--- src/rtl/move_select_pkg.sv ---
// Shared definitions for the move_select sequencer.
//   state_e      : sequencer FSM state encoding
//   FETCH_CNT_W  : width of the RAM latency counter (RAM_LATENCY 0..15)
package move_select_pkg;

  typedef enum logic [3:0] {
    ST_IDLE,
    ST_FETCH,
    ST_EVAL_REQ,
    ST_EVAL_WAIT,
    ST_CAPTURE,
    ST_NEXT,
    ST_TERMINAL,
    ST_DONE,
    ST_CLEAR
  } state_e;

  localparam int RAM_LATENCY_MAX = 15;
  localparam int FETCH_CNT_W     = 4;

endpackage

--- src/rtl/move_select_if.sv ---
// Bundle of the move_select handshake signals towards all_moves, evaluate
// and display_board, plus the result outputs.
//   slave  : seen from move_select (consumes list/eval status, drives
//            move_index, strobes and results)
//   master : seen from the surrounding system
interface move_select_if #(
  parameter int MAX_POSITIONS_LOG2 = 8,
  parameter int EVAL_WIDTH         = 22
);
  // all_moves side
  logic                          moves_ready;
  logic [MAX_POSITIONS_LOG2-1:0] move_count;
  logic                          mate;
  logic                          stalemate;
  logic                          white_to_move;
  logic [MAX_POSITIONS_LOG2-1:0] move_index;
  logic                          clear_moves;
  // evaluate side
  logic signed [EVAL_WIDTH-1:0]  eval;
  logic                          eval_valid;
  logic                          eval_start;
  logic                          clear_eval;
  // display_board side
  logic                          display_done;
  logic                          display_move;
  // results
  logic [MAX_POSITIONS_LOG2-1:0] best_index;
  logic signed [EVAL_WIDTH-1:0]  best_eval;
  logic                          result_valid;
  logic                          result_mate;
  logic                          result_stalemate;
  logic                          result_timeout;
  logic                          busy;

  modport slave (
    input  moves_ready, move_count, mate, stalemate, white_to_move,
           eval, eval_valid, display_done,
    output move_index, clear_moves, eval_start, clear_eval, display_move,
           best_index, best_eval, result_valid, result_mate,
           result_stalemate, result_timeout, busy
  );

  modport master (
    output moves_ready, move_count, mate, stalemate, white_to_move,
           eval, eval_valid, display_done,
    input  move_index, clear_moves, eval_start, clear_eval, display_move,
           best_index, best_eval, result_valid, result_mate,
           result_stalemate, result_timeout, busy
  );

endinterface

--- src/rtl/move_select_eval_best_tracker.sv ---
// Best-move register for move_select.
//   clear     : zero best_index/best_eval (start of a new list)
//   load      : best_index=0, best_eval=load_eval (mate/stalemate verdict)
//   update    : offer eval_in/index_in as a candidate
//   first     : candidate is move 0, always taken
//   stm_white : maximise when 1, minimise when 0 (signed compare)
// Strict compare means a tie keeps the earlier (lower) index.
module move_select_eval_best_tracker
  import move_select_pkg::*;
#(
  parameter int IDX_W  = 8,
  parameter int EVAL_W = 22
) (
  input  logic                     clk,
  input  logic                     reset,
  input  logic                     clear,
  input  logic                     load,
  input  logic signed [EVAL_W-1:0] load_eval,
  input  logic                     update,
  input  logic                     first,
  input  logic                     stm_white,
  input  logic [IDX_W-1:0]         index_in,
  input  logic signed [EVAL_W-1:0] eval_in,
  output logic [IDX_W-1:0]         best_index,
  output logic signed [EVAL_W-1:0] best_eval
);

  logic better;

  always_comb begin
    better = first || (stm_white ? (eval_in > best_eval) : (eval_in < best_eval));
  end

  always_ff @(posedge clk or negedge reset) begin
    if (!reset) begin
      best_index <= '0;
      best_eval  <= '0;
    end else if (clear) begin
      best_index <= '0;
      best_eval  <= '0;
    end else if (load) begin
      best_index <= '0;
      best_eval  <= load_eval;
    end else if (update && better) begin
      best_index <= index_in;
      best_eval  <= eval_in;
    end
  end

endmodule

--- src/rtl/move_select.sv ---
// Sequencer between all_moves and evaluate. Once moves_ready is seen it
// walks move_index over the list, requests an evaluation per move, keeps
// the best score for the side to move and reports it (or a mate/stalemate
// verdict), then pulses clear_moves so all_moves can restart.
//   clk, reset : clock, asynchronous active-low reset
//   bus        : move_select_if.slave (list status, eval handshake,
//                display handshake, results, busy)
module move_select
  import move_select_pkg::*;
#(
  parameter int MAX_POSITIONS_LOG2 = 8,
  parameter int EVAL_WIDTH         = 22,
  parameter int RAM_LATENCY        = 1,
  parameter int DISPLAY_EN         = 0,
  parameter int EVAL_TIMEOUT       = 1023
) (
  input  logic         clk,
  input  logic         reset,
  move_select_if.slave bus
);

  localparam int N      = MAX_POSITIONS_LOG2;
  localparam int WAIT_W = $clog2(EVAL_TIMEOUT + 1);
  localparam logic signed [EVAL_WIDTH-1:0] MATE_POS = {1'b0, {(EVAL_WIDTH-1){1'b1}}};
  localparam logic signed [EVAL_WIDTH-1:0] MATE_NEG = -MATE_POS;

  state_e                   state, state_nxt;
  logic                     stm_white;
  logic                     mate_q;
  logic                     stale_q;
  logic [N-1:0]             cnt;
  logic [FETCH_CNT_W-1:0]   fetch_cnt;
  logic [WAIT_W-1:0]        wait_cnt;
  logic                     eval_seen;
  logic                     disp_seen;
  logic signed [EVAL_WIDTH-1:0] eval_q;

  logic                     start;
  logic                     in_wait;
  logic                     fetch_last;
  logic                     capture_ready;
  logic                     wait_expired;
  logic                     timeout_abort;
  logic                     more_moves;
  logic [N:0]               index_inc;
  logic signed [EVAL_WIDTH-1:0] term_eval;

  // Datapath decodes shared by the FSM and the registers.
  always_comb begin
    start   = (state == ST_IDLE) && bus.moves_ready;
    in_wait = (state == ST_EVAL_WAIT);
    // Leaves FETCH after max(1, RAM_LATENCY) cycles.
    fetch_last = ({1'b0, fetch_cnt} + (FETCH_CNT_W+1)'(1)) >= (FETCH_CNT_W+1)'(RAM_LATENCY);
    // eval and display_done may arrive in either order; each is latched.
    capture_ready = (eval_seen || bus.eval_valid) &&
                    ((DISPLAY_EN == 0) || disp_seen || bus.display_done);
    wait_expired  = (wait_cnt == WAIT_W'(EVAL_TIMEOUT - 1));
    timeout_abort = in_wait && !capture_ready && wait_expired;
    // One extra bit so a full list of 2^N-1 moves cannot wrap the compare.
    index_inc  = {1'b0, bus.move_index} + (N+1)'(1);
    more_moves = index_inc < {1'b0, cnt};
    term_eval  = mate_q ? (stm_white ? MATE_NEG : MATE_POS) : '0;
  end

  // State register.
  // NOTE: sequential state uses non-blocking assignments so every register
  // samples pre-edge values regardless of statement order.
  always_ff @(posedge clk or negedge reset) begin
    if (!reset) state <= ST_IDLE;
    else        state <= state_nxt;
  end

  // Next-state logic.
  // NOTE: state_nxt gets a default before the case so no path leaves it
  // unassigned and no latch is inferred.
  always_comb begin
    state_nxt = state;
    case (state)
      ST_IDLE:      if (bus.moves_ready)
                      state_nxt = (bus.move_count == '0) ? ST_TERMINAL : ST_FETCH;
      ST_FETCH:     if (fetch_last) state_nxt = ST_EVAL_REQ;
      ST_EVAL_REQ:  state_nxt = ST_EVAL_WAIT;
      ST_EVAL_WAIT: if (capture_ready)     state_nxt = ST_CAPTURE;
                    else if (wait_expired) state_nxt = ST_DONE;
      ST_CAPTURE:   state_nxt = ST_NEXT;
      ST_NEXT:      state_nxt = more_moves ? ST_FETCH : ST_DONE;
      ST_TERMINAL:  state_nxt = ST_DONE;
      ST_DONE:      state_nxt = ST_CLEAR;
      // Hold until all_moves drops its level so a stale moves_ready
      // cannot start a second scan of the same list.
      ST_CLEAR:     if (!bus.moves_ready) state_nxt = ST_IDLE;
      default:      state_nxt = ST_IDLE;
    endcase
  end

  // Output decode.
  always_comb begin
    bus.eval_start   = (state == ST_EVAL_REQ);
    bus.display_move = (state == ST_EVAL_REQ) && (DISPLAY_EN != 0);
    bus.clear_eval   = (state == ST_CAPTURE);
    bus.result_valid = (state == ST_DONE);
    bus.clear_moves  = (state == ST_DONE);
    bus.busy         = (state != ST_IDLE);
  end

  // Latched list parameters, counters, handshake latches, sticky flags.
  always_ff @(posedge clk or negedge reset) begin
    if (!reset) begin
      stm_white            <= 1'b0;
      mate_q               <= 1'b0;
      stale_q              <= 1'b0;
      cnt                  <= '0;
      fetch_cnt            <= '0;
      wait_cnt             <= '0;
      eval_seen            <= 1'b0;
      disp_seen            <= 1'b0;
      eval_q               <= '0;
      bus.move_index       <= '0;
      bus.result_mate      <= 1'b0;
      bus.result_stalemate <= 1'b0;
      bus.result_timeout   <= 1'b0;
    end else begin
      fetch_cnt <= (state == ST_FETCH) ? fetch_cnt + FETCH_CNT_W'(1) : '0;
      wait_cnt  <= in_wait ? wait_cnt + WAIT_W'(1) : '0;
      eval_seen <= in_wait && (eval_seen || bus.eval_valid);
      disp_seen <= in_wait && (disp_seen || bus.display_done);
      if (in_wait && bus.eval_valid && !eval_seen) eval_q <= bus.eval;

      if (start) begin
        stm_white            <= bus.white_to_move;
        cnt                  <= bus.move_count;
        mate_q               <= bus.mate;
        stale_q              <= bus.stalemate;
        bus.move_index       <= '0;
        bus.result_mate      <= 1'b0;
        bus.result_stalemate <= 1'b0;
        bus.result_timeout   <= 1'b0;
      end

      if (state == ST_NEXT && more_moves) bus.move_index <= index_inc[N-1:0];

      // Mate takes precedence if both verdicts are (inconsistently) set.
      if (state == ST_TERMINAL) begin
        bus.result_mate      <= mate_q;
        bus.result_stalemate <= !mate_q && stale_q;
      end

      if (timeout_abort) bus.result_timeout <= 1'b1;
    end
  end

  move_select_eval_best_tracker #(
    .IDX_W  (N),
    .EVAL_W (EVAL_WIDTH)
  ) u_tracker (
    .clk        (clk),
    .reset      (reset),
    .clear      (start),
    .load       (state == ST_TERMINAL),
    .load_eval  (term_eval),
    .update     (state == ST_CAPTURE),
    .first      (bus.move_index == '0),
    .stm_white  (stm_white),
    .index_in   (bus.move_index),
    .eval_in    (eval_q),
    .best_index (bus.best_index),
    .best_eval  (bus.best_eval)
  );

endmodule
--- src/flat_wrapper.sv ---
// flat-port wrapper written by rule: the top's interface ports become plain ports
module move_select_flat import move_select_pkg::*;
#(
  parameter int MAX_POSITIONS_LOG2 = 8,
  parameter int EVAL_WIDTH         = 22,
  parameter int RAM_LATENCY        = 1,
  parameter int DISPLAY_EN         = 0,
  parameter int EVAL_TIMEOUT       = 1023
)
  (clk, reset, bus_moves_ready, bus_move_count, bus_mate, bus_stalemate, bus_white_to_move, bus_eval, bus_eval_valid, bus_display_done, bus_move_index, bus_clear_moves, bus_eval_start, bus_clear_eval, bus_display_move, bus_best_index, bus_best_eval, bus_result_valid, bus_result_mate, bus_result_stalemate, bus_result_timeout, bus_busy);
  move_select_if #(.MAX_POSITIONS_LOG2(MAX_POSITIONS_LOG2), .EVAL_WIDTH(EVAL_WIDTH)) bus_i ();
  input  logic clk;
  input  logic reset;
  input wire logic [$bits(bus_i.moves_ready)-1:0] bus_moves_ready;
  input wire logic [$bits(bus_i.move_count)-1:0] bus_move_count;
  input wire logic [$bits(bus_i.mate)-1:0] bus_mate;
  input wire logic [$bits(bus_i.stalemate)-1:0] bus_stalemate;
  input wire logic [$bits(bus_i.white_to_move)-1:0] bus_white_to_move;
  input wire logic [$bits(bus_i.eval)-1:0] bus_eval;
  input wire logic [$bits(bus_i.eval_valid)-1:0] bus_eval_valid;
  input wire logic [$bits(bus_i.display_done)-1:0] bus_display_done;
  output wire logic [$bits(bus_i.move_index)-1:0] bus_move_index;
  output wire logic [$bits(bus_i.clear_moves)-1:0] bus_clear_moves;
  output wire logic [$bits(bus_i.eval_start)-1:0] bus_eval_start;
  output wire logic [$bits(bus_i.clear_eval)-1:0] bus_clear_eval;
  output wire logic [$bits(bus_i.display_move)-1:0] bus_display_move;
  output wire logic [$bits(bus_i.best_index)-1:0] bus_best_index;
  output wire logic [$bits(bus_i.best_eval)-1:0] bus_best_eval;
  output wire logic [$bits(bus_i.result_valid)-1:0] bus_result_valid;
  output wire logic [$bits(bus_i.result_mate)-1:0] bus_result_mate;
  output wire logic [$bits(bus_i.result_stalemate)-1:0] bus_result_stalemate;
  output wire logic [$bits(bus_i.result_timeout)-1:0] bus_result_timeout;
  output wire logic [$bits(bus_i.busy)-1:0] bus_busy;
  assign bus_i.moves_ready = bus_moves_ready;
  assign bus_i.move_count = bus_move_count;
  assign bus_i.mate = bus_mate;
  assign bus_i.stalemate = bus_stalemate;
  assign bus_i.white_to_move = bus_white_to_move;
  assign bus_i.eval = bus_eval;
  assign bus_i.eval_valid = bus_eval_valid;
  assign bus_i.display_done = bus_display_done;
  assign bus_move_index = bus_i.move_index;
  assign bus_clear_moves = bus_i.clear_moves;
  assign bus_eval_start = bus_i.eval_start;
  assign bus_clear_eval = bus_i.clear_eval;
  assign bus_display_move = bus_i.display_move;
  assign bus_best_index = bus_i.best_index;
  assign bus_best_eval = bus_i.best_eval;
  assign bus_result_valid = bus_i.result_valid;
  assign bus_result_mate = bus_i.result_mate;
  assign bus_result_stalemate = bus_i.result_stalemate;
  assign bus_result_timeout = bus_i.result_timeout;
  assign bus_busy = bus_i.busy;
  move_select #(.MAX_POSITIONS_LOG2(MAX_POSITIONS_LOG2), .EVAL_WIDTH(EVAL_WIDTH), .RAM_LATENCY(RAM_LATENCY), .DISPLAY_EN(DISPLAY_EN), .EVAL_TIMEOUT(EVAL_TIMEOUT)) u_core (.clk(clk), .reset(reset), .bus(bus_i));
endmodule
--- config.mk ---
export PLATFORM = sky130hd
export DESIGN_NAME = move_select_flat
export DESIGN_NICKNAME = d
export VERILOG_FILES = /design/src/rtl/move_select_pkg.sv /design/src/rtl/move_select_if.sv /design/src/rtl/move_select_eval_best_tracker.sv /design/src/rtl/move_select.sv /design/src/flat_wrapper.sv
export SDC_FILE = /design/constraint.sdc
export NUM_CORES = 1
export LEC_CHECK = 0
export CAP_MARGIN = 30
export CORE_UTILIZATION = 58
export DETAILED_ROUTE_END_ITERATION = 7
export PLACE_DENSITY = 0.95
export SYNTH_ARGS = -nofsm -noshare
export SYNTH_HDL_FRONTEND = slang
export SYNTH_SLANG_ARGS = --single-unit
--- constraint.sdc ---
create_clock -name clk -period 4.7 [get_ports clk]
set_clock_uncertainty 0.15 [all_clocks]
set_input_delay 0.94 -clock clk [delete_from_list [all_inputs] [get_ports clk]]
set_output_delay 0.94 -clock clk [all_outputs]
set_load 0.02 [all_outputs]
Yosys cells after proc, flatten, opt, wreduce, memory -nomap -nowiden
Index checks and enable logic that the tools add are counted.
{ "word_totals": {"reg_bits": 93, "out_inout_bits": 47} }
{ "classes": {"mux": 25, "reduce_logical": 23, "eq_ne": 13, "n_lt_le_gt_ge": 4, "n_addsub": 4} }
{ "op_table": {"columns": ["cell", "n"], "rows": [
  ["$mux W22", 5],
  ["$mux W8", 5],
  ["$pmux W4 S9", 1],
  ["$mux W4", 6],
  ["$gt A22 B22 Y1", 1],
  ["$lt A22 B22 Y1", 1],
  ["$eq A4 B3 Y1 const B", 4],
  ["$logic_not A8 Y1", 2],
  ["$add A10 B1 Y10 const B", 1],
  ["$eq A10 B10 Y1 const B", 1],
  ["$mux W10", 1],
  ["$add A8 B1 Y9 const B", 1],
  ["$logic_and A1 B1 Y1", 9],
  ["$lt A9 B8 Y1", 1],
  ["$eq A4 B2 Y1 const B", 2],
  ["$mux W3", 2],
  ["$reduce_bool A2 Y1", 3],
  ["$add A4 B1 Y5 const B", 1],
  ["$ge A5 B1 Y1 const B", 1],
  ["$mux W1", 5],
  ["$add A4 B1 Y4 const B", 1],
  ["$eq A4 B1 Y1 const B", 1],
  ["$eq A4 B4 Y1 const B", 1],
  ["$logic_not A4 Y1", 1],
  ["8 further kinds", 12]
]} }

Depth between registers and ports, before layout
Gate-level depths: netlist of run 1.
{ "depth": {"word_depth": 7, "ltp_mapped": 12, "mapped_depth_nobuf": 11} }

Modules after synthesis
A second synthesis of run 1 with hierarchy kept.
{ "hier_totals": {"cells_unflattened": 526, "hier_area_um2": 5532.8} }
{ "modules_own_cells": {"columns": ["mod", "instances", "cells_per_inst", "area_per_inst_um2"], "rows": [
  ["move_select", 1, 276, 3191.8],
  ["move_select_eval_best_tracker", 1, 250, 2341.0]
]} }

Least setup slack after synthesis of run 1
OpenSTA, ideal clock, no wires.
{ "synth_path": {"path_kind": "reg2reg", "start": "reg u_core.bus.move_index[0]", "end": "reg u_core.bus.move_index[2]", "stages_incl_launch_ff": 12, "setup_ns": 0.125, "n_path_buf": 0, "required_time_ns": 4.425, "setup_slack_ns": 1.709, "arrival_ns": 2.717, "synth_period_minus_slack_ns": 2.991, "cell_sequence": "dfrtp_1 inv_1 ha_1 ha_1 a21boi_1 o21a_1 o21ai_1 a21oi_1 o211ai_1 nand3_1 nor4_4 mux2_2"} }
{ "synth_between": {"elab_chain_len": 4} }
{ "synth_lines": {"columns": ["item", "line", "rtl"], "rows": [
  ["start: declaration", "move_select_if.sv:38", "output move_index, clear_moves, eval_start, clear_eval, display_move,"],
  ["start signal: assignment", "move_select.sv:140", "if (state == ST_NEXT && more_moves) bus.move_index <= index_inc[N-1:0];"],
  ["$add A8 B1 Y9 (*)", "move_select.sv:60", "index_inc = {1'b0, bus.move_index} + (N+1)'(1);"],
  ["$lt A9 B8 Y1", "move_select.sv:61", "more_moves = index_inc < {1'b0, cnt};"],
  ["$logic_and A1 B1 Y1", "move_select.sv:140", null],
  ["$mux W8 or $reduce_bool A2 Y1 (tied branches)", null, null]
]} }
Mark *: on every way between the ends. The rest lies on a longest branch, timed or not.
A chain may end at the register's enable or synchronous reset.

Worst setup path after layout of run 1
{ "layout_path": {"start": "reg u_core.u_tracker.best_eval[21]", "end": "reg u_core.u_tracker.best_eval[16]"} }
{ "layout_between": {"elab_chain_len": 5} }
{ "layout_lines": {"columns": ["item", "line", "rtl"], "rows": [
  ["start: declaration", "move_select_eval_best_tracker.sv:25", "output logic signed [EVAL_W-1:0] best_eval"],
  ["start signal: assignment", "move_select_eval_best_tracker.sv:43", "best_eval <= load_eval;"],
  ["start signal: assignment", "move_select_eval_best_tracker.sv:46", "best_eval <= eval_in;"],
  ["$lt A22 B22 Y1 or $gt A22 B22 Y1 (tied branches)", "move_select_eval_best_tracker.sv:31", "better = first || (stm_white ? (eval_in > best_eval) : (eval_in < best_eval));"],
  ["$mux W1 (*)", "move_select_eval_best_tracker.sv:31", null],
  ["$logic_or A1 B1 Y1 (*)", "move_select_eval_best_tracker.sv:31", null],
  ["$logic_and A1 B1 Y1 (*)", "move_select_eval_best_tracker.sv:44", "end else if (update && better) begin"],
  ["$reduce_bool A3 Y1 (no source line) (*)", null, null]
]} }
Marked as above.

==> run_results.csv, run 1 <==
group,metric,value,unit
synthesis,ys_seq_area_frac,0.468,
worst_setup_path,crit_path_start,"u_core.u_tracker.best_eval[21]$_DFFE_PN0P_",
floorplan,die_w,94.6,um
timing,max_freq,278,MHz
placed_design,portBuffers,82,
placed_design,placed_area,0.00583,mm^2
power,peakVddDrop,0.352,mV
global_routing,grtUsageMet3,0.0507,
cts,clock-sinks,93,
synthesis,synth-edff-count,0,
timing,worst_pin_slew,872,ps
floorplan,initial_utilization,0.602,
power,power_leakage,2.76,nW
drt,drt-vias-per-instance,6.01,
worst_setup_path,critPathLaunchType,"flip-flop",
finish,final_cell_area,0.00609,mm^2
timing,slew_violations,0,
synthesis,syn_nets,565,
cts,cts_tree,"yes",
floorplan,fp.coreArea,0.00826,mm^2
timing,rsz0062_at_grt,"no",
cts,cts_buffer_depth,2,
synthesis,synthArstFlopShare,1.00,
power,power_density,638,mW/mm^2
drt,finalWirelength,11.6,mm
worst_setup_path,cp_data_required_time,4840,ps
worst_setup_path,crit_type,"flip-flop to flip-flop",
global_routing,antenna_found_initial,0,
global_routing,grtUsageMet1,0.339,
cts,htreeDepth,3,
finish,fin_cells,678,
timing,fin_crit,3600,ps
drt,firstDrtPassIters,4,
drt,wl_per_cell,17.1,um
finish,final_common_cell,"dfrtp_1",
worst_setup_path,r2r_end,"u_core.u_tracker.best_eval[16]$_DFFE_PN0P_",
min_path,worst_hold_path_type,"flip-flop to flip-flop",
timing,hold_violations,0,
worst_setup_path,worstSetupEndpointType,"flip-flop",
finish,nets,641,
global_routing,grt_use_met2,0.487,
global_routing,gr-max-usage-layer,"met2",
timing,fin_crit_sh,0.765,
worst_setup_path,rr_startpoint,"u_core.u_tracker.best_eval[21]$_DFFE_PN0P_",
worst_setup_path,cp_cell_sequence,"inv_1, ha_1, nand4_1, and4bb_1, o31ai_1, o311ai_1, xor2_1, mux2_4, or3_1, buf_8, mux2i_1",
drt,antenna_left,0,
placed_design,pre_cts_ws,1200,ps
cts,path_clk_slew,90,ps
timing,max-slew-margin-rel,0.419,
finish,diodes,0,
floorplan,ios,85,
timing,finalSetupViolCount,0,
global_routing,grt_usage,0.282,
job,maxCapViolations,0,
cts,cts_root_buffer,"clkbuf_8",
placed_design,hpwl,8.14,mm
timing,layout_setup_ws,1100,ps
floorplan,row_count,33,
finish,drive_gt1_frac,0.0995,
global_routing,grt_pass1_wl,19.2,mm
worst_setup_path,cpPeakStageDelay,610,ps
placed_design,dp.cells,662,
placed_design,gp_congestion,0.843,
worst_setup_path,r2r_setup_slack,1100,ps
cts,clock_latency,370,ps
worst_setup_path,cp_slowest_cell,"or3_1",
synthesis,synth_seq_cells,93,
finish,area_growth,22.5,%
drt,drt_iter0_markers,300,
cts,cts_setup_buffers,0,
synthesis,yosys_warnings,0,
cts,cts_buffers,9,
synthesis,avgSynthCellArea,10.1,um^2
worst_setup_path,cp-endpoint,"u_core.u_tracker.best_eval[16]$_DFFE_PN0P_",
synthesis,ys.flop_type,"dfrtp_1",
global_routing,gr-total-overflow,0,
floorplan,fp.dieArea,0.00894,mm^2
finish,fillers,547,
finish,final_cell_mix,"dfrtp_1, clkdlybuf4s50_1, o21ai_0",
global_routing,grt_max_degree,71,
worst_setup_path,critPathMaxFanout,11,
floorplan,die_y,94.6,um
synthesis,synth_cell_types,48,
timing,tns,0,ps
synthesis,synthCells,492,
worst_setup_path,rr_worst_depth,11,
worst_setup_path,arrival,3740,ps
cts,ctsHoldBuffers,0,
outcome,status,"completed",
cts,cts-resized-gates,0,
synthesis,syn-cell-area,0.00497,mm^2
drt,drc,0,
drt,vias,4076,
global_routing,grt_pass1_vias,4153,
==> cell type report <==
class | count | area (um^2) | area share
inverters | 38 | 143 | 0.0234
multi-input cells | 339 | 2370 | 0.389
well taps | 105 | 131 | 0.0216
clock inverters | 5 | 106 | 0.0175
flip-flops and latches | 93 | 2330 | 0.382
repair buffers | 87 | 863 | 0.142
clock buffers | 11 | 151 | 0.0249
==> worst min-delay path by stage <==
stage,start,endpoint,slack (ps),cells after the start
5_1_grt,u_core.cnt[0]$_DFFE_PN0P_,u_core.cnt[0]$_DFFE_PN0P_,370,2
6_report,u_core.cnt[0]$_DFFE_PN0P_,u_core.cnt[0]$_DFFE_PN0P_,340,2
2_1_floorplan,u_core.stale_q$_DFFE_PN0P_,u_core.stale_q$_DFFE_PN0P_,300,2
4_1_cts,u_core.cnt[0]$_DFFE_PN0P_,u_core.cnt[0]$_DFFE_PN0P_,340,2
3_5_place_dp,u_core.cnt[0]$_DFFE_PN0P_,u_core.cnt[0]$_DFFE_PN0P_,320,2
3_3_place_gp,u_core.cnt[0]$_DFFE_PN0P_,u_core.cnt[0]$_DFFE_PN0P_,310,2
==> sequential cells by signal, indices dropped and copies added, names as in the netlist, 4 cells and up <==
register,count
u_core.u_tracker.best_eval,22
u_core.bus.move_index,8
u_core.state,4
u_core.cnt,8
u_core.fetch_cnt,4
u_core.eval_q,22
u_core.wait_cnt,10
u_core.u_tracker.best_index,8
==> Yosys cell counts (4+ instances only) <==
cell	number	area [um^2]
dfrtp_1	93	2330
o21ai_0	46	230
nand2_1	43	161
inv_1	38	143
ha_1	35	438
mux2_2	29	327
a21oi_1	28	140
nor2_1	28	105
nand3_1	25	125
mux2i_1	23	230
clkbuf_1	12	45.0
xor2_1	11	96.3
nor4_1	8	50.1
nand4_1	7	43.8
and2_1	6	37.5
nor3_1	5	25.0
and3_1	4	25.0
and4_1	4	35.0
xnor2_1	4	35.0
==> metrics by stage <==
step                 util  total power, mW  hold WS (ps)
CTS                 0.737             3.88           338
finish              0.737             3.88           336
detailed placement  0.706             3.19           315
global placement    0.704             3.03           313
global route        0.737             4.16           366
floorplan               -             2.59           296
==> routing by layer <==
metal / wire length, um / share of wire / vias up
met5: 0 / 0 / -
met4: 275 / 0.024 / 0
met3: 705 / 0.061 / 30
met2: 6090 / 0.52 / 159
met1: 4530 / 0.39 / 2020
li1: - / - / 1867
==> worst max-delay path, delay by kind of cell, from the launching register on <==
kind / cells / cell delay, ps
buffers and inverters: 2 / 330
DFF: 1 / 390
xor gates and xnor gates: 1 / 340
adders and majority gates: 1 / 360
and+or+nand+nor: 3 / 1180
muxes: 2 / 560
AOI/OAI and AO/OA: 2 / 200
==> report_power, final <==
group          total (mW)  internal [mW]  switching (mW)
logic                1.88          0.861            1.02
clock network       0.673          0.383           0.290
registers            1.33           1.09           0.237
==> kinds of logic after synthesis <==
family / after synthesis / share of synthesized area
fa+ha+maj: 35 / 0.0881
other cells: 1 / 0.000755
compound gates: 90 / 0.0984
xor+xnor: 15 / 0.0264
simple gates: 145 / 0.148
buf+inv: 60 / 0.0554
flops: 93 / 0.468
mux: 53 / 0.115
Note: power is estimated with default switching activity, not from simulation.
==> run 2: changes to the inputs <==
Settings changed: CORE_UTILIZATION 58 to 53, PLACE_DENSITY 0.95 to 0.91.
Clock period 4.7 ns to 3.6 ns, I/O delays scaled along.
==> run 2 against run 1 <==
Cell count up 1.2%; register-to-register slack worse by 860 ps; sequential cell count unchanged; first-iteration DRC count down 9.7%; global-route usage down 3.6 points; sequential share of layout area down 0.063 points; die area up 9.2%; fmax up 7.0%; clock-buffer cell count unchanged; critical path depth unchanged.
==> run_results.csv, run 2 (synthesis results as in run 1) <==
group,metric,value,unit
outcome,status,"completed",
cts,cts_setup_buffers,0,
placed_design,gp_congestion,0.868,
placed_design,hpwl,8.34,mm
placed_design,portBuffers,82,
timing,rsz0062_at_grt,"no",
worst_setup_path,worstSetupEndpointType,"flip-flop",
timing,hold_violations,0,
drt,antenna_left,0,
finish,final_cell_area,0.00610,mm^2
global_routing,grt_usage,0.245,
floorplan,fp.coreArea,0.00889,mm^2
drt,finalWirelength,11.4,mm
worst_setup_path,cp_cell_sequence,"inv_1, ha_1, ha_1, a21boi_1, o21a_1, o21ai_1, a21oi_1, o211ai_1, nand3_1, nor4_4, mux2_2",
worst_setup_path,cp_top_family,"simple AND/OR/NAND/NOR gates",
power,netSwitchingFraction,0.403,
global_routing,grt_pass1_wl,18.9,mm
timing,max-slew-margin-rel,0.568,
cts,cts_root_buffer,"clkbuf_8",
finish,nets,646,
power,clkPwrFrac,0.164,
floorplan,row_count,34,
floorplan,initial_utilization,0.559,
placed_design,placed_area,0.00587,mm^2
cts,path_clk_slew,100,ps
worst_setup_path,crit_buf_inv,1,
finish,fin_util,0.686,
timing,worst_pin_slew,648,ps
worst_setup_path,arrival,3460,ps
worst_setup_path,cpPeakStageDelay,530,ps
cts,clock_latency,380,ps
cts,cts-resized-gates,0,
cts,cts_buffers,9,
finish,area_growth,22.7,%
timing,fin_crit,3360,ps
power,p_sw,2.01,mW
worst_setup_path,r2r_setup_slack,240,ps
global_routing,antenna_found_initial,0,
timing,max_freq,298,MHz
floorplan,fp.dieArea,0.00977,mm^2
power,internal_power,2.97,mW
global_routing,gr-total-overflow,0,
drt,drc,0,
worst_setup_path,cp_slowest_cell,"dfrtp_1",
timing,finalSetupViolCount,0,
cts,ctsHoldBuffers,0,
worst_setup_path,cp_num_cells,11,
cts,cts_tree,"yes",
finish,drive_gt1_frac,0.107,
power,power_density,817,mW/mm^2
finish,diodes,0,
drt,wl_per_cell,16.7,um
drt,vias,3989,
timing,slew_violations,0,
finish,final_cell_mix,"dfrtp_1, clkdlybuf4s50_1, o21ai_0",
power,power.share.combinational,0.489,
floorplan,die_w,98.8,um
floorplan,ios,85,
cts,clock-sinks,93,
global_routing,grt_pass1_vias,4038,
timing,tns,0,ps
drt,drt-vias-per-instance,5.81,
finish,largest_registers,"u_core.eval_q x22, u_core.u_tracker.best_eval x22, u_core.wait_cnt x10",
finish,fin_cells,686,
power,power_leakage,2.76,nW
timing,fin_crit_sh,0.933,
worst_setup_path,crit_path_start,"u_core.bus.move_index[0]$_DFFE_PN0P_",
power,peakVddDrop,0.397,mV
cts,htreeDepth,3,
job,maxCapViolations,0,
worst_setup_path,crit_type,"flip-flop to flip-flop",
floorplan,die_y,98.8,um
worst_setup_path,critPathLaunchType,"flip-flop",
worst_setup_path,critPathMaxFanout,8,
power,power,4.98,mW
worst_setup_path,rr_worst_depth,11,
power,seqPwrFrac,0.348,
finish,final_common_cell,"dfrtp_1",
worst_setup_path,r2r_end,"u_core.bus.move_index[2]$_DFFE_PN0P_",
worst_setup_path,cp-endpoint,"u_core.bus.move_index[2]$_DFFE_PN0P_",
worst_setup_path,rr_startpoint,"u_core.bus.move_index[0]$_DFFE_PN0P_",
min_path,worst_hold_path_type,"input port to async pin",
worst_setup_path,cp_data_required_time,3700,ps
worst_setup_path,cp_common_cell,"ha_1",
cts,cts_buffer_depth,2,
drt,drt_iter0_markers,271,
drt,firstDrtPassIters,5,
placed_design,dp.cells,670,
global_routing,grt_max_degree,41,
finish,fillers,670,
[run 2: cell count changes in the layout (fill, tap and decap cells not counted)]
cell | before | now
buf_4 | 5 | 11
clkinvlp_4 | 1 | 3
buf_8 | 1 | 0
bufinv_16 | 3 | 2
clkinv_4 | 1 | 0
[run 2: area by class of cell]
cell class / count / area (um^2) / area share
Inverter: 38 / 143 / 0.0234
Sequential cell: 93 / 2330 / 0.382
Clock buffer: 11 / 151 / 0.0248
Multi-Input combinational cell: 339 / 2370 / 0.388
Tap cell: 108 / 135 / 0.0222
Clock inverter: 5 / 82.6 / 0.0135
Timing Repair Buffer: 92 / 893 / 0.146
[run 2: power groups by stage]
stage / sequential (mW) / combinational [mW] / clock (mW)
after floorplan: 1.81 / 1.57 / 0
after global placement: 1.71 / 2.28 / 0
after detailed placement: 1.75 / 2.41 / 0
after CTS: 1.73 / 2.44 / 0.819
after global routing: 1.78 / 2.69 / 0.864
final: 1.73 / 2.43 / 0.815
[run 2: worst min path at each step]
stage          cells after the start                                        end  slack [ps]                  startpoint
6_report                           1  u_core.u_tracker.best_eval[8]$_DFFE_PN0P_         160                       reset
3_5_place_dp                       2                  u_core.cnt[0]$_DFFE_PN0P_         340   u_core.cnt[0]$_DFFE_PN0P_
4_1_cts                            1               u_core.eval_q[8]$_DFFE_PN0P_         170                       reset
3_3_place_gp                       2                 u_core.stale_q$_DFFE_PN0P_         320  u_core.stale_q$_DFFE_PN0P_
5_1_grt                            1  u_core.u_tracker.best_eval[8]$_DFFE_PN0P_         180                       reset
2_1_floorplan                      0       u_core.bus.move_index[0]$_DFFE_PN0P_         270                       reset
[run 2: through the flow]
stage	setup slack, ps	hold WS [ps]
final	240	156
after global routing	48.4	175
after CTS	243	168
after detailed placement	284	336
after global placement	422	316
after floorplan	609	274
[run 2: metal layers]
| layer | part of all wire | global-route usage | vias to the layer above |
|---|---|---|---|
| met4 | 0.024 | 0.104 | 0 |
| met3 | 0.056 | 0.0518 | 25 |
| met2 | 0.50 | 0.419 | 131 |
| met5 | 0 | 0 | - |
| met1 | 0.42 | 0.302 | 1966 |
| li1 | - | - | 1867 |
==> run 3: changes to the inputs <==
Settings changed: CORE_MARGIN set to 4, MAX_ROUTING_LAYER set to met4.
==> run 3 against run 2 <==
Sequential share of layout area rose by 0.28 points; clock power fell by 19%; via count fell by 1.8%; setup slack improved by 120 ps; core utilization fell by 2.8 points; combinational power barely moved; fmax rose by 3.8%.
==> run_results.csv, run 3 (synthesis results as in run 1) <==
group,metric,value,unit
power,power,4.80,mW
drt,drt-vias-per-instance,5.70,
timing,layout_setup_ws,364,ps
finish,final_common_cell,"dfrtp_1",
timing,hold_violations,0,
floorplan,ios,85,
global_routing,gr-total-overflow,0,
drt,antenna_left,0,
power,internal_power,2.81,mW
floorplan,die_w,105,um
timing,holdWs,179,ps
finish,final_cell_mix,"dfrtp_1, clkdlybuf4s50_1, o21ai_0",
finish,area_growth,21.8,%
timing,rsz0062_at_grt,"no",
cts,ctsHoldBuffers,0,
cts,cts_setup_buffers,0,
floorplan,fp.coreArea,0.00920,mm^2
global_routing,grt_usage,0.220,
finish,drive_gt1_frac,0.104,
floorplan,fp.dieArea,0.0110,mm^2
timing,fin_crit_sh,0.899,
cts,cts-resized-gates,0,
timing,worst_pin_slew,688,ps
floorplan,initial_utilization,0.540,
worst_setup_path,critPathMaxFanout,8,
power,power.share.combinational,0.503,
timing,tns,0,ps
worst_setup_path,rr_startpoint,"u_core.bus.move_index[0]$_DFFE_PN0P_",
drt,firstDrtPassIters,5,
cts,cts_root_buffer,"clkbuf_8",
finish,diodes,0,
job,maxCapViolations,0,
cts,cts_buffers,9,
drt,vias,3918,
global_routing,grt_pass1_vias,4032,
drt,wl_per_cell,16.4,um
power,clkPwrFrac,0.138,
min_path,worst_hold_path_type,"input port to async pin",
power,seqPwrFrac,0.359,
worst_setup_path,r2r_end,"u_core.bus.move_index[7]$_DFFE_PN0P_",
placed_design,pre_cts_ws,393,ps
power,netSwitchingFraction,0.416,
power,p_sw,1.99,mW
worst_setup_path,r2r_setup_slack,360,ps
finish,fillers,686,
timing,finalSetupViolCount,0,
cts,htreeDepth,3,
drt,drc,0,
placed_design,placed_area,0.00587,mm^2
drt,drt_iter0_markers,254,
finish,nets,644,
cts,cts_buffer_depth,2,
finish,final_cell_area,0.00605,mm^2
floorplan,row_count,35,
placed_design,gp_congestion,0.892,
placed_design,hpwl,8.36,mm
finish,seqCellArea,0.00233,mm^2
power,power_leakage,2.75,nW
cts,path_clk_slew,100,ps
worst_setup_path,critPathLaunchType,"flip-flop",
power,peakVddDrop,0.368,mV
finish,largest_registers,"u_core.eval_q x22, u_core.u_tracker.best_eval x22, u_core.wait_cnt x10",
timing,slew_violations,0,
placed_design,portBuffers,82,
timing,fin_crit,3240,ps
global_routing,grt_pass1_wl,19.1,mm
finish,multi_input_area,0.00237,mm^2
global_routing,grt_max_degree,52,
floorplan,die_y,105,um
worst_setup_path,rr_worst_depth,11,
worst_setup_path,cp_data_required_time,3700,ps
worst_setup_path,arrival,3340,ps
global_routing,antenna_found_initial,0,
worst_setup_path,worstSetupEndpointType,"flip-flop",
cts,cts_tree,"yes",
outcome,status,"completed",
cts,clock_latency,370,ps
timing,max-slew-margin-rel,0.542,
worst_setup_path,crit_type,"flip-flop to flip-flop",
drt,finalWirelength,11.2,mm
timing,max_freq,309,MHz
power,power_density,793,mW/mm^2
cts,clock-sinks,93,
## run 3: worst max path at each step
stage	from	to	slack (ps)	depth (start not counted)
detailed placement	u_core.bus.move_index[0]$_DFFE_PN0P_	u_core.bus.move_index[3]$_DFFE_PN0P_	390	11
floorplan	u_core.bus.move_index[0]$_DFFE_PN0P_	u_core.bus.move_index[2]$_DFFE_PN0P_	610	11
CTS	u_core.bus.move_index[0]$_DFFE_PN0P_	u_core.bus.move_index[7]$_DFFE_PN0P_	350	11
global route	u_core.bus.move_index[0]$_DFFE_PN0P_	u_core.bus.move_index[5]$_DFFE_PN0P_	100	11
global placement	u_core.bus.move_index[0]$_DFFE_PN0P_	u_core.bus.move_index[2]$_DFFE_PN0P_	450	11
finish	u_core.bus.move_index[0]$_DFFE_PN0P_	u_core.bus.move_index[7]$_DFFE_PN0P_	360	11
## run 3: critical path: stages, from the launching register on
cell      delay, ps
dfrtp_1         490
inv_1           100
ha_1            330
ha_1            280
a21boi_1        120
o21a_1          190
o21ai_1         110
a21oi_1          70
o211ai_1        160
nand3_1         190
nor4_4          510
mux2_2          410
## run 3: layout make-up
type                       instances  area share
sequential                        93       0.384
timing repair buffer              90       0.148
clock buffer                       9      0.0205
multi-input combinational        339       0.391
tap                              111      0.0229
clock inverter                     7     0.00930
inverter                          38      0.0236
## run 3: through the flow
stage,util,cells
after global routing,0.658,687
after floorplan,-,492
after detailed placement,0.639,671
after global placement,0.636,670
final,0.658,687
after CTS,0.658,687
## run 3: power groups by stage
stage | logic [mW] | clock network [mW] | registers [mW]
6_report | 2.42 | 0.662 | 1.72
5_1_grt | 2.70 | 0.719 | 1.77
4_1_cts | 2.44 | 0.671 | 1.72
3_5_place_dp | 2.42 | 0 | 1.74
3_3_place_gp | 2.28 | 0 | 1.71
2_1_floorplan | 1.57 | 0 | 1.81
## run 3: per-layer routing
layer	vias up	part of all wire	GRT usage	routed length, um
li1	1863	-	-	-
met1	1905	0.43	0.269	4790
met2	135	0.51	0.369	5700
met3	15	0.055	0.0494	619
met4	0	0.011	0.0590	119
met5	-	0	-	0
